$ cat config.mk
export PLATFORM = sky130hd
export DESIGN_NAME = sub_8bit_serial
export DESIGN_NICKNAME = d
export VERILOG_FILES = /design/src/rtl/alu_pkg.sv /design/src/rtl/sub_4bit.sv /design/src/rtl/sub_8bit_serial.sv
export SDC_FILE = /design/constraint.sdc
export NUM_CORES = 1
export LEC_CHECK = 0
export CAP_MARGIN = 20
export CORE_MARGIN = 10
export CORE_UTILIZATION = 42
export DETAILED_ROUTE_END_ITERATION = 10
export GPL_TIMING_DRIVEN = 1
export PLACE_DENSITY = 0.72
export SYNTH_ARGS = -nofsm -noshare
export SYNTH_HDL_FRONTEND = slang
export SYNTH_SLANG_ARGS = --single-unit
$ cat constraint.sdc
create_clock -name clk -period 2.15 [get_ports clk]
set_input_delay 0.43 -clock clk [delete_from_list [all_inputs] [get_ports clk]]
set_output_delay 0.43 -clock clk [all_outputs]
set_load 0.01 [all_outputs]
$ cat src/rtl/alu_pkg.sv
// Shared ALU definitions: serial-subtract FSM states and the slice width.
package alu_pkg;

    localparam int unsigned NIB_W = 4;

    typedef enum logic [1:0] {
        ST_IDLE = 2'd0,
        ST_CALC = 2'd1,
        ST_DONE = 2'd2
    } state_e;

endpackage

$ cat src/rtl/sub_4bit.sv
// Combinational 4-bit borrow-lookahead subtract slice: d = a - b - bin.
module sub_4bit (
    input  logic [3:0] a,
    input  logic [3:0] b,
    input  logic       bin,
    output logic [3:0] d,
    output logic       bout
);

    logic [3:0] g;
    logic [3:0] p;
    logic [4:0] c;

    // Subtraction as a + ~b + ~bin, so the add slice's carry terms apply directly.
    always_comb begin
        g    = a & ~b;
        p    = a ^ ~b;
        c[0] = ~bin;
        c[1] = g[0] | (p[0] & c[0]);
        c[2] = g[1] | (p[1] & g[0]) | (p[1] & p[0] & c[0]);
        c[3] = g[2] | (p[2] & g[1]) | (p[2] & p[1] & g[0])
             | (p[2] & p[1] & p[0] & c[0]);
        c[4] = g[3] | (p[3] & g[2]) | (p[3] & p[2] & g[1])
             | (p[3] & p[2] & p[1] & g[0]) | (p[3] & p[2] & p[1] & p[0] & c[0]);
        d    = p ^ c[3:0];
        bout = ~c[4];
    end

endmodule

$ cat src/rtl/sub_8bit_serial.sv
// Nibble-serial subtract-with-borrow unit with valid/ready handshakes and
// borrow/zero/negative/signed-overflow flags.
module sub_8bit_serial
    import alu_pkg::*;
#(
    parameter int unsigned WIDTH = 8
) (
    input  logic             clk,
    input  logic             rst_n,
    input  logic             in_valid,
    output logic             in_ready,
    input  logic [WIDTH-1:0] a,
    input  logic [WIDTH-1:0] b,
    input  logic             bin,
    output logic             out_valid,
    input  logic             out_ready,
    output logic [WIDTH-1:0] d,
    output logic             bout,
    output logic             zero,
    output logic             neg,
    output logic             ovf
);

    localparam int unsigned NIB  = WIDTH / NIB_W;
    localparam int unsigned IDXW = $clog2(NIB);

    state_e            state_q, state_d;
    logic [WIDTH-1:0]  a_q, a_d;
    logic [WIDTH-1:0]  b_q, b_d;
    logic [WIDTH-1:0]  d_q, d_d;
    logic [IDXW-1:0]   idx_q, idx_d;
    logic              borrow_q, borrow_d;
    logic              bout_q, bout_d;
    logic              zero_q, zero_d;
    logic              neg_q, neg_d;
    logic              ovf_q, ovf_d;

    logic [NIB_W-1:0]  sl_a, sl_b, sl_d;
    logic              sl_bout;

    assign sl_a = a_q[NIB_W*idx_q +: NIB_W];
    assign sl_b = b_q[NIB_W*idx_q +: NIB_W];

    sub_4bit u_slice (
        .a    (sl_a),
        .b    (sl_b),
        .bin  (borrow_q),
        .d    (sl_d),
        .bout (sl_bout)
    );

    always_comb begin
        state_d   = state_q;
        a_d       = a_q;
        b_d       = b_q;
        d_d       = d_q;
        idx_d     = idx_q;
        borrow_d  = borrow_q;
        bout_d    = bout_q;
        zero_d    = zero_q;
        neg_d     = neg_q;
        ovf_d     = ovf_q;
        in_ready  = (state_q == ST_IDLE);
        out_valid = (state_q == ST_DONE);

        case (state_q)
            ST_IDLE: begin
                if (in_valid) begin
                    a_d      = a;
                    b_d      = b;
                    idx_d    = '0;
                    borrow_d = bin;
                    state_d  = ST_CALC;
                end
            end
            ST_CALC: begin
                d_d[NIB_W*idx_q +: NIB_W] = sl_d;
                borrow_d = sl_bout;
                idx_d    = idx_q + IDXW'(1);
                // Flags come from d_d so the final nibble is already included.
                if (idx_q == IDXW'(NIB - 1)) begin
                    bout_d  = sl_bout;
                    zero_d  = (d_d == '0);
                    neg_d   = d_d[WIDTH-1];
                    ovf_d   = (a_q[WIDTH-1] != b_q[WIDTH-1]) &&
                              (d_d[WIDTH-1] != a_q[WIDTH-1]);
                    state_d = ST_DONE;
                end
            end
            ST_DONE: begin
                if (out_ready) begin
                    state_d = ST_IDLE;
                end
            end
            default: state_d = ST_IDLE;
        endcase
    end

    always_ff @(posedge clk) begin
        if (!rst_n) begin
            state_q  <= ST_IDLE;
            a_q      <= '0;
            b_q      <= '0;
            d_q      <= '0;
            idx_q    <= '0;
            borrow_q <= 1'b0;
            bout_q   <= 1'b0;
            zero_q   <= 1'b0;
            neg_q    <= 1'b0;
            ovf_q    <= 1'b0;
        end else begin
            state_q  <= state_d;
            a_q      <= a_d;
            b_q      <= b_d;
            d_q      <= d_d;
            idx_q    <= idx_d;
            borrow_q <= borrow_d;
            bout_q   <= bout_d;
            zero_q   <= zero_d;
            neg_q    <= neg_d;
            ovf_q    <= ovf_d;
        end
    end

    assign d    = d_q;
    assign bout = bout_q;
    assign zero = zero_q;
    assign neg  = neg_q;
    assign ovf  = ovf_q;

endmodule

==> flow_summary_export.csv, run 1 <==
group,metric,value,unit
run_status,outcome,"finished clean",
synthesis,syn_nets,195,
synthesis,synth.ff_latch_count,32,
sta,achievable-frequency,476,MHz
global_route,grt_overflow_total,0,
global_route,wire_length_of_the_first_global_routing_pass,5.91,mm
power,total_power,1430,uW
clock_tree,cts_max_path_buffers,2,
sta,slew_at_the_pin_with_the_worst_max_slew_slack,512,ps
routing,first_iter_violations,54,
global_route,use_met3,4.39,%
place,post-dp-hpwl,2.64,mm
synthesis,yosysWarningCount,0,
place,place.gp.congestion,0.782,
sta,grt_setup_unrepaired,"true",
die,die_area,6410,um^2
synthesis,mappedNetlistArea,1510,um^2
sta,finalHoldViolations,0,
synthesis,muxShareOfSynthArea,7.60,%
synthesis,main_combinational_cell_family_by_area_after_synthesis,"simple AND/OR/NAND/NOR gates",
sta,timing.final.max_slew_violations,0,
global_route,antenna_violations_before_repair,0,
power,static-leakage-power,0.000771,uW
sta,finalCritPeriodShare,97.6,%
synthesis,synth-compound-area-share,20.2,%
synthesis,syn-instance-count,169,
critical_path,path_class,"flop to flop",
die,initial_core_util,44.3,%
power,ir_worst_vdd,298,uV
job,timing.max_cap.violations,0,
routing,drt_drc_violations_left,0,
sta,fin_skew,10.1,ps
synthesis,synth_xor_xnor_area_share,1.16,%
sta,setup_tns_after_final_layout,0,ps
die,num_io_pins,35,
clock_tree,tritoncts_clock_tree,"done",
cells_and_area,final_nets,237,
die,die_x,80.0,um
routing,ant_nets,0,
clock_tree,cts.clk_slew.worst_paths,100,ps
critical_path,crit_path_max_fanout,7,
clock_tree,worst_skew_pair_latency,340,ps
routing,drt-vias-per-instance,4.95,
sta,setup_viol,0,
sta,final_period_minus_worst_setup_slack,2100,ps
global_route,grt.met2_usage,20.9,%
clock_tree,cts_htree_levels,2,
die,chipHeight,80.0,um
clock_tree,cts_sinks,32,
die,fp.coreArea,3420,um^2
clock_tree,total_clock_buffers_created_by_cts,5,
global_route,via_count_of_the_first_global_routing_pass,1363,
critical_path,timing.critical_path.required,2420,ps
cells_and_area,multi_input_area,893,um^2
synthesis,synthDistinctLibCells,34,
critical_path,timing.critical_path.arrival,2370,ps
routing,totalWireLength,3.48,mm
power,powerDensity,690,nW/um^2
critical_path,crit_path_start_kind,"flop",
cells_and_area,signed_area_change_from_the_synthesized_netlist_to_the_final_layout,36.9,%
routing,dr.pass1.iters,4,
place,port_buffers,34,
synthesis,synth_fa_ha_area_share,4.63,%
synthesis,synthSimpleGateAreaFrac,21.2,%
critical_path,critPathCaptureType,"flop",
synthesis,avgSynthCellArea,8.96,um^2
sta,slew_headroom,65.8,%
global_route,global_route.usage.met1,11.2,%
die,placementRows,21,
routing,routed_wire_length_per_instance,13.5,um
cells_and_area,storage_cell_area,644,um^2
global_route,gr-max-usage-layer,"met2",
clock_tree,clock-root-buffer,"sky130_fd_sc_hd__clkbuf_4",
cells_and_area,layout_cells_sized_above_1,16.0,%
global_route,grt.total_usage,11.5,%
routing,vias,1276,
hold_path,hold_path_class,"flop to flop",
cells_and_area,fill_cells,313,
place,dpl-instance-area,1940,um^2
cells_and_area,finish.utilization,60.7,%
cells_and_area,n_antenna_cell,0,
cells_and_area,final_cell_area,2070,um^2
sta,timing.hold.ws,459,ps
global_route,maximum_number_of_pins_on_one_net_before_global_route_repair,34,
synthesis,sequential_area_share_after_synthesis,42.3,%
[metrics by stage]
stage / setup slack [ps] / instances
floorplan: 29.0 / 169
global placement: 35.1 / 249
detailed placement: -39.0 / 249
CTS: 11.6 / 257
global route: -55.9 / 258
finish: 50.8 / 258
[synthesized netlist by cell type]
library cell               number  area (um^2)
sky130_fd_sc_hd__o2111a_1       2         22.5
sky130_fd_sc_hd__or2_1          2         12.5
sky130_fd_sc_hd__or3b_1         1         8.76
sky130_fd_sc_hd__and2b_2        1         8.76
sky130_fd_sc_hd__nand2_2        1         6.26
sky130_fd_sc_hd__a21oi_1        3         15.0
sky130_fd_sc_hd__o211ai_2       1         12.5
sky130_fd_sc_hd__buf_2          6         30.0
sky130_fd_sc_hd__mux2i_1        7         70.1
sky130_fd_sc_hd__clkbuf_1       3         11.3
sky130_fd_sc_hd__a211oi_2       1         12.5
sky130_fd_sc_hd__nor2b_1        7         43.8
sky130_fd_sc_hd__o31ai_1        1         7.51
sky130_fd_sc_hd__o21ai_0        3         15.0
sky130_fd_sc_hd__ha_1           4         50.1
sky130_fd_sc_hd__nand3b_1       1         7.51
sky130_fd_sc_hd__o21a_1         4         30.0
sky130_fd_sc_hd__fa_1           1         20.0
sky130_fd_sc_hd__nand2_1       45          169
sky130_fd_sc_hd__dfxtp_1       32          641
sky130_fd_sc_hd__a21boi_0      20          150
sky130_fd_sc_hd__o41ai_2        1         16.3
sky130_fd_sc_hd__inv_1          1         3.75
sky130_fd_sc_hd__nor4_1         1         6.26
sky130_fd_sc_hd__xnor2_1        2         17.5
sky130_fd_sc_hd__mux2_2         4         45.0
sky130_fd_sc_hd__and2_1         2         12.5
sky130_fd_sc_hd__nand3_1        2         10.0
sky130_fd_sc_hd__o211a_1        1         10.0
sky130_fd_sc_hd__a21boi_1       1         7.51
sky130_fd_sc_hd__nor2b_2        1         8.76
sky130_fd_sc_hd__or4_1          1         7.51
sky130_fd_sc_hd__nor2_1         5         18.8
sky130_fd_sc_hd__a31oi_1        1         6.26
[cell type report]
cell class	instances	share of cell area, %
clock buffers	8	2.84
inverters	1	0.181
multi-input cells	127	43.1
flip-flops and latches	32	31.1
well taps	46	2.78
repair buffers	44	20.0
[layout by cell type, fill, tap and decap left out, drive strengths merged, types with 2 or more instances in the layout]
| master | netlist | final |
|---|---|---|
| a21boi | 21 | 21 |
| a21oi | 3 | 3 |
| and2 | 2 | 2 |
| buf | 6 | 10 |
| clkbuf | 3 | 8 |
| clkdlybuf4s50 | 0 | 34 |
| dfxtp | 32 | 32 |
| ha | 4 | 4 |
| mux2 | 4 | 4 |
| mux2i | 7 | 7 |
| nand2 | 46 | 46 |
| nand3 | 2 | 2 |
| nor2 | 5 | 5 |
| nor2b | 8 | 8 |
| o2111a | 2 | 2 |
| o21a | 4 | 4 |
| o21ai | 3 | 3 |
| or2 | 2 | 2 |
| xnor2 | 2 | 2 |
[power by group]
part | switching [uW] | total (uW) | internal [uW]
Combinational | 182 | 398 | 215
Sequential | 32.3 | 665 | 633
Clock | 207 | 368 | 161
[routing by layer]
metal	vias up	wire length, um
met5	-	0
li1	657	-
met4	0	83
met1	580	1510
met3	8	257
met2	31	1630
[registers in the layout (all words and copies together) (netlist names)]
name / cells
ovf: 1
borrow_q: 1
idx_q: 1
bout: 1
d: 8
zero: 1
a_q: 8
neg: 1
state_q: 2
b_q: 8
[timing repair]
item                                    4_1_cts  5_1_grt
pin swaps                                     0        5
hold buffers                                  0        0
resized for setup                             4        8
setup buffers                                 0        1
endpoints found under the setup margin        5        6
[cells by family (layout without fill, tap and decap cells)]
kind of cell	Yosys count	count (layout)
buffers and inverters	10	53
and+or+nand+nor	70	70
xor gates and xnor gates	2	2
DFF	32	32
AOI/OAI and AO/OA	39	39
adders and majority gates	5	5
muxes	11	11
[worst paths after layout]
check,from,endpoint,slack (ps),depth (start not counted)
setup / recovery,idx_q$_SDFFE_PN0P_,ovf$_SDFFE_PN0P_,50,7
hold / removal,neg$_SDFFE_PN0P_,neg$_SDFFE_PN0P_,460,2
setup reg to reg,idx_q$_SDFFE_PN0P_,ovf$_SDFFE_PN0P_,50,7
hold reg to reg,neg$_SDFFE_PN0P_,neg$_SDFFE_PN0P_,460,2
[worst max-delay path: stages (launching register included)]
cell and delay, ps:
sky130_fd_sc_hd__dfxtp_4 410, sky130_fd_sc_hd__mux2_2 340, sky130_fd_sc_hd__ha_1 360, sky130_fd_sc_hd__a21oi_1 110, sky130_fd_sc_hd__nor2b_2 210, sky130_fd_sc_hd__a211oi_4 70, sky130_fd_sc_hd__or3b_1 360, sky130_fd_sc_hd__a31oi_1 170
Power figures use the tool's default switching activity.
==> run 2, diff against run 1 <==
--- a/config.mk
+++ b/config.mk
@@ -10,7 +10,9 @@
 export CORE_UTILIZATION = 42
 export DETAILED_ROUTE_END_ITERATION = 10
 export GPL_TIMING_DRIVEN = 1
+export HOLD_SLACK_MARGIN = 0.1
 export PLACE_DENSITY = 0.72
+export SETUP_SLACK_MARGIN = 0.05
 export SYNTH_ARGS = -nofsm -noshare
 export SYNTH_HDL_FRONTEND = slang
 export SYNTH_SLANG_ARGS = --single-unit
==> flow_summary_export.csv, run 2 (same netlist as run 1, synthesis figures left out) <==
group,metric,value,unit
routing,routed_wire_length_per_instance,13.4,um
clock_tree,clock-root-buffer,"sky130_fd_sc_hd__clkbuf_4",
routing,ant_nets,0,
global_route,wire_length_of_the_first_global_routing_pass,5.80,mm
die,die_x,80.0,um
critical_path,crit_path_start_kind,"flop",
power,switching_share,29.0,%
cells_and_area,final_nets,238,
global_route,grt_overflow_total,0,
routing,first_iter_violations,36,
routing,drt_drc_violations_left,0,
critical_path,path_class,"flop to flop",
power,ir_worst_vdd,422,uV
place,place.gp.congestion,0.868,
cells_and_area,commonest_cells_after_routing_fill_and_taps_aside,"sky130_fd_sc_hd__nand2_1 (45), sky130_fd_sc_hd__clkdlybuf4s50_1 (34), sky130_fd_sc_hd__dfxtp_1 (31)",
power,p_sw,415,uW
run_status,outcome,"finished clean",
clock_tree,total_clock_buffers_created_by_cts,5,
cells_and_area,finish.utilization,61.2,%
critical_path,reg2reg_setup_slack,90,ps
cells_and_area,layout_commonest_cell,"sky130_fd_sc_hd__nand2_1",
cells_and_area,n_antenna_cell,0,
critical_path,timing.critical_path.required,2420,ps
clock_tree,postCtsHoldBufs,0,
die,initial_core_util,44.3,%
power,total_power,1430,uW
clock_tree,cts.clk_slew.worst_paths,100,ps
global_route,maximum_number_of_pins_on_one_net_before_global_route_repair,17,
sta,achievable-frequency,484,MHz
critical_path,critPathLaunch,"idx_q$_SDFFE_PN0P_",
critical_path,timing.critical_path.cells,"mux2_2 > ha_4 > or2_1 > o211ai_2 > a211oi_4 > or3b_1 > a31oi_1",
critical_path,timing.critical_path.arrival,2330,ps
sta,fin_skew,5.52,ps
global_route,via_count_of_the_first_global_routing_pass,1343,
critical_path,cp_slowest_cell,"sky130_fd_sc_hd__dfxtp_4",
die,chipHeight,80.0,um
critical_path,regToRegEndpoint,"ovf$_SDFFE_PN0P_",
cells_and_area,storage_cell_area,644,um^2
critical_path,critPathCaptureType,"flop",
cells_and_area,multi_input_area,902,um^2
routing,totalWireLength,3.48,mm
global_route,grt.total_usage,11.3,%
sta,timing.final.max_slew_violations,0,
cells_and_area,fill_cells,309,
power,internal_power,1020,uW
sta,grt_setup_unrepaired,"true",
cells_and_area,layout_cells_sized_above_1,16.4,%
die,die_area,6410,um^2
power,powerDensity,684,nW/um^2
hold_path,hold_path_depth,2,
sta,finalHoldViolations,0,
clock_tree,cts_htree_levels,2,
sta,setup_viol,0,
clock_tree,cts_max_path_buffers,2,
power,pwr-share-seq,46.5,%
clock_tree,cts_sinks,32,
die,fp.coreArea,3420,um^2
sta,finalCritPeriodShare,96.0,%
die,placementRows,21,
hold_path,hold_path_class,"flop to flop",
critical_path,crit_path_max_fanout,8,
power,share_clk_of_total_power,25.1,%
global_route,antenna_violations_before_repair,0,
routing,dr.pass1.iters,4,
routing,vias,1291,
cells_and_area,signed_area_change_from_the_synthesized_netlist_to_the_final_layout,38.0,%
power,static-leakage-power,0.000778,uW
place,post-dp-hpwl,2.69,mm
cells_and_area,final_cell_area,2090,um^2
sta,final_period_minus_worst_setup_slack,2060,ps
sta,slew_at_the_pin_with_the_worst_max_slew_slack,647,ps
clock_tree,worst_skew_pair_latency,330,ps
sta,slew_headroom,56.8,%
clock_tree,tritoncts_clock_tree,"done",
power,relative_contribution_of_combinational_cells_to_total_power,28.4,%
critical_path,worst-r2r-cell-count,7,
critical_path,r2r-start,"idx_q$_SDFFE_PN0P_",
place,dpl-instance-area,1960,um^2
critical_path,delay_of_the_slowest_cell_on_the_worst_path,410,ps
routing,drt-vias-per-instance,4.98,
die,num_io_pins,35,
critical_path,critPathCapture,"ovf$_SDFFE_PN0P_",
job,timing.max_cap.violations,0,
place,port_buffers,34,
-- run 2: cell types whose count changed in the layout (fill, tap and decap cells not counted), sizes merged --
| cell | change |
|---|---|
| buf | +1 |
-- run 2: area by class of cell --
type                       count  share of cell area [%]
inverter                       1                   0.180
tap                           46                    2.75
sequential                    32                    30.8
timing repair buffer          45                    20.2
clock buffer                   8                    2.81
multi-input combinational    127                    43.2
-- run 2: worst max-delay path: cells and delay by family (launching register included) --
| family | cells | cell delay [ps] |
|---|---|---|
| simple gates | 2 | 590 |
| compound gates | 3 | 350 |
| mux | 1 | 370 |
| flops | 1 | 410 |
| fa+ha+maj | 1 | 260 |
-- run 2: power groups by stage --
| stage | logic [uW] | registers, uW | clock network, uW |
|---|---|---|---|
| after floorplan | 228 | 675 | 0 |
| after global placement | 356 | 679 | 0 |
| after detailed placement | 369 | 680 | 0 |
| after CTS | 385 | 664 | 362 |
| after global routing | 447 | 672 | 391 |
| final | 406 | 666 | 359 |
-- run 2: worst min path at each step --
stage | slack (ps) | endpoint | startpoint
after floorplan | 440 | a_q[5]$_SDFFE_PN0P_ | a_q[5]$_SDFFE_PN0P_
after global placement | 450 | d[7]$_SDFFE_PN0P_ | d[7]$_SDFFE_PN0P_
after detailed placement | 460 | a_q[1]$_SDFFE_PN0P_ | a_q[1]$_SDFFE_PN0P_
after CTS | 470 | a_q[1]$_SDFFE_PN0P_ | a_q[1]$_SDFFE_PN0P_
after global routing | 500 | a_q[2]$_SDFFE_PN0P_ | a_q[2]$_SDFFE_PN0P_
final | 460 | neg$_SDFFE_PN0P_ | neg$_SDFFE_PN0P_
-- run 2: metal layers --
layer	part of all wire [%]	track usage [%]
met1	44	11.9
met2	47	19.4
met3	5.8	3.72
met4	2.9	6.51
met5	0	0
-- run 2: timing repair --
item                       in CTS  in global routing
pin swaps                       1                  2
buffers inserted                3                  1
gates resized for setup         2                  8
setup endpoints to repair       6                  9
-- run 2: through the flow --
| stage | instances | hold slack [ps] | setup TNS, ps | setup slack, ps |
|---|---|---|---|---|
| global placement | 247 | 451 | 0 | 47.7 |
| CTS | 258 | 472 | 0 | 67.5 |
| floorplan | 169 | 440 | 0 | 51.5 |
| global route | 259 | 497 | -27.6 | -16.5 |
| finish | 259 | 458 | 0 | 85.7 |
| detailed placement | 247 | 459 | -22.6 | -22.6 |
==> run 3, diff against run 2 <==
--- a/config.mk
+++ b/config.mk
@@ -6,8 +6,10 @@
 export NUM_CORES = 1
 export LEC_CHECK = 0
 export CAP_MARGIN = 20
+export CORE_ASPECT_RATIO = 0.8
 export CORE_MARGIN = 10
 export CORE_UTILIZATION = 42
+export CTS_CLUSTER_DIAMETER = 100
 export DETAILED_ROUTE_END_ITERATION = 10
 export GPL_TIMING_DRIVEN = 1
 export HOLD_SLACK_MARGIN = 0.1
==> flow_summary_export.csv, run 3 (same netlist as run 1, synthesis figures left out) <==
group,metric,value,unit
run_status,outcome,"finished clean",
routing,vias,1290,
place,dpl.cell_count,243,
cells_and_area,post_layout_nonfiller_instances,254,
clock_tree,worst_skew_pair_latency,280,ps
clock_tree,postCtsHoldBufs,0,
die,die_area,6420,um^2
place,post-dp-hpwl,2.75,mm
die,initial_core_util,43.9,%
cells_and_area,multi_input_area,926,um^2
sta,grt_setup_unrepaired,"true",
clock_tree,cts_sinks,32,
routing,routed_wire_length_per_instance,14.8,um
place,place.gp.congestion,0.907,
die,fp.coreArea,3450,um^2
sta,final_period_minus_worst_setup_slack,2100,ps
sta,finalHoldViolations,0,
global_route,antenna_violations_before_repair,0,
critical_path,critPathCaptureType,"flop",
sta,fin_skew,4.77,ps
cells_and_area,storage_cell_area,644,um^2
cells_and_area,layout_cells_sized_above_1,17.9,%
clock_tree,total_clock_buffers_created_by_cts,5,
routing,dr.pass1.iters,4,
clock_tree,cts_htree_levels,2,
critical_path,r2r-start,"idx_q$_SDFFE_PN0P_",
sta,slew_headroom,59.6,%
sta,setup_viol,0,
sta,timing.final.max_slew_violations,0,
global_route,wire_length_of_the_first_global_routing_pass,6.27,mm
routing,totalWireLength,3.76,mm
hold_path,hold_path_depth,2,
critical_path,regToRegEndpoint,"bout$_SDFFE_PN0P_",
critical_path,crit_path_max_fanout,6,
routing,drt-vias-per-instance,5.08,
critical_path,reg2reg_setup_slack,50,ps
routing,ant_nets,0,
sta,finalCritPeriodShare,97.4,%
sta,setup_tns_after_final_layout,0,ps
routing,first_iter_violations,63,
clock_tree,cts.clk_slew.worst_paths,60,ps
power,static-leakage-power,0.000795,uW
cells_and_area,finish.utilization,62.0,%
sta,slew_at_the_pin_with_the_worst_max_slew_slack,604,ps
sta,achievable-frequency,477,MHz
job,timing.max_cap.violations,0,
power,powerDensity,734,nW/um^2
routing,drt_drc_violations_left,0,
critical_path,path_class,"flop to flop",
global_route,grt.total_usage,12.3,%
hold_path,min_delay_worst_endpoint,"d[7]$_SDFFE_PN0P_",
place,port_buffers,34,
cells_and_area,signed_area_change_from_the_synthesized_netlist_to_the_final_layout,41.1,%
hold_path,hold_start,"d[7]$_SDFFE_PN0P_",
clock_tree,tritoncts_clock_tree,"done",
critical_path,timing.critical_path.arrival,2310,ps
die,placementRows,19,
die,die_x,87.1,um
cells_and_area,n_antenna_cell,0,
cells_and_area,final_nets,237,
global_route,maximum_number_of_pins_on_one_net_before_global_route_repair,22,
cells_and_area,commonest_cells_after_routing_fill_and_taps_aside,"sky130_fd_sc_hd__nand2_1 (45), sky130_fd_sc_hd__clkdlybuf4s50_1 (34), sky130_fd_sc_hd__dfxtp_1 (31)",
clock_tree,clock-root-buffer,"sky130_fd_sc_hd__clkbuf_8",
critical_path,timing.critical_path.required,2370,ps
cells_and_area,fill_cells,283,
cells_and_area,layout_commonest_cell,"sky130_fd_sc_hd__nand2_1",
critical_path,crit_path_start_kind,"flop",
die,num_io_pins,35,
clock_tree,cts_max_path_buffers,2,
die,chipHeight,73.7,um
global_route,via_count_of_the_first_global_routing_pass,1314,
hold_path,hold_path_class,"flop to flop",
global_route,grt_overflow_total,0,
power,ir_worst_vdd,449,uV
critical_path,worst-r2r-cell-count,6,
==> run 3: changes by cell type in the layout (fill, tap and decap cells not counted), sizes merged <==
cell / delta
buf: -1
==> run 3: timing repair <==
item / CTS / global route
buffers inserted: 1 / 2
endpoints found under the setup margin: 7 / 8
pin swaps: 2 / 4
resized for setup: 9 / 9
==> run 3: layout make-up <==
type / count / area share (%)
tap: 42 / 2.46
inverter: 1 / 0.176
multi-input combinational: 127 / 43.4
clock buffer: 8 / 4.22
timing repair buffer: 44 / 19.6
sequential: 32 / 30.2
==> run 3: power breakdown <==
group / total, uW / internal [uW] / switching [uW]
clock network: 469 / 261 / 208
logic: 430 / 231 / 199
registers: 668 / 634 / 34.0
==> run 3: through the flow <==
stage | area, um^2 | total power (uW) | setup WS (ps) | hold slack, ps
after CTS | 2070 | 1530 | 50.3 | 465
after global placement | 1950 | 1030 | 26.8 | 453
after global routing | 2140 | 1640 | -0.960 | 489
after detailed placement | 1950 | 1050 | -24.0 | 457
after floorplan | 1560 | 903 | 51.5 | 440
final | 2140 | 1570 | 54.9 | 452
==> run 3: worst max path at each step <==
stage                        from           endpoint  slack (ps)  cells past startpoint
2_1_floorplan  idx_q$_SDFFE_PN0P_  bout$_SDFFE_PN0P_          50                      7
3_3_place_gp   idx_q$_SDFFE_PN0P_   ovf$_SDFFE_PN0P_          30                      7
3_5_place_dp   idx_q$_SDFFE_PN0P_   neg$_SDFFE_PN0P_         -20                      7
4_1_cts        idx_q$_SDFFE_PN0P_   ovf$_SDFFE_PN0P_          50                      7
5_1_grt        idx_q$_SDFFE_PN0P_  bout$_SDFFE_PN0P_          -1                      6
6_report       idx_q$_SDFFE_PN0P_  bout$_SDFFE_PN0P_          50                      6
==> run 3: worst max-delay path: stages (launching register included) <==
cell	delay [ps]
sky130_fd_sc_hd__dfxtp_4	410
sky130_fd_sc_hd__mux2_4	340
sky130_fd_sc_hd__ha_4	240
sky130_fd_sc_hd__nor2b_4	130
sky130_fd_sc_hd__o2111a_2	300
sky130_fd_sc_hd__or4_1	480
sky130_fd_sc_hd__a21boi_1	140
==> run 3: layer usage <==
metal  global-route usage (%)  up-vias  wire [um]
met2                     19.7       32       1770
met1                     14.0      586       1670
met5                        0        -          0
met4                     4.42        0         78
li1                         -      661          -
met3                     5.86       11        238
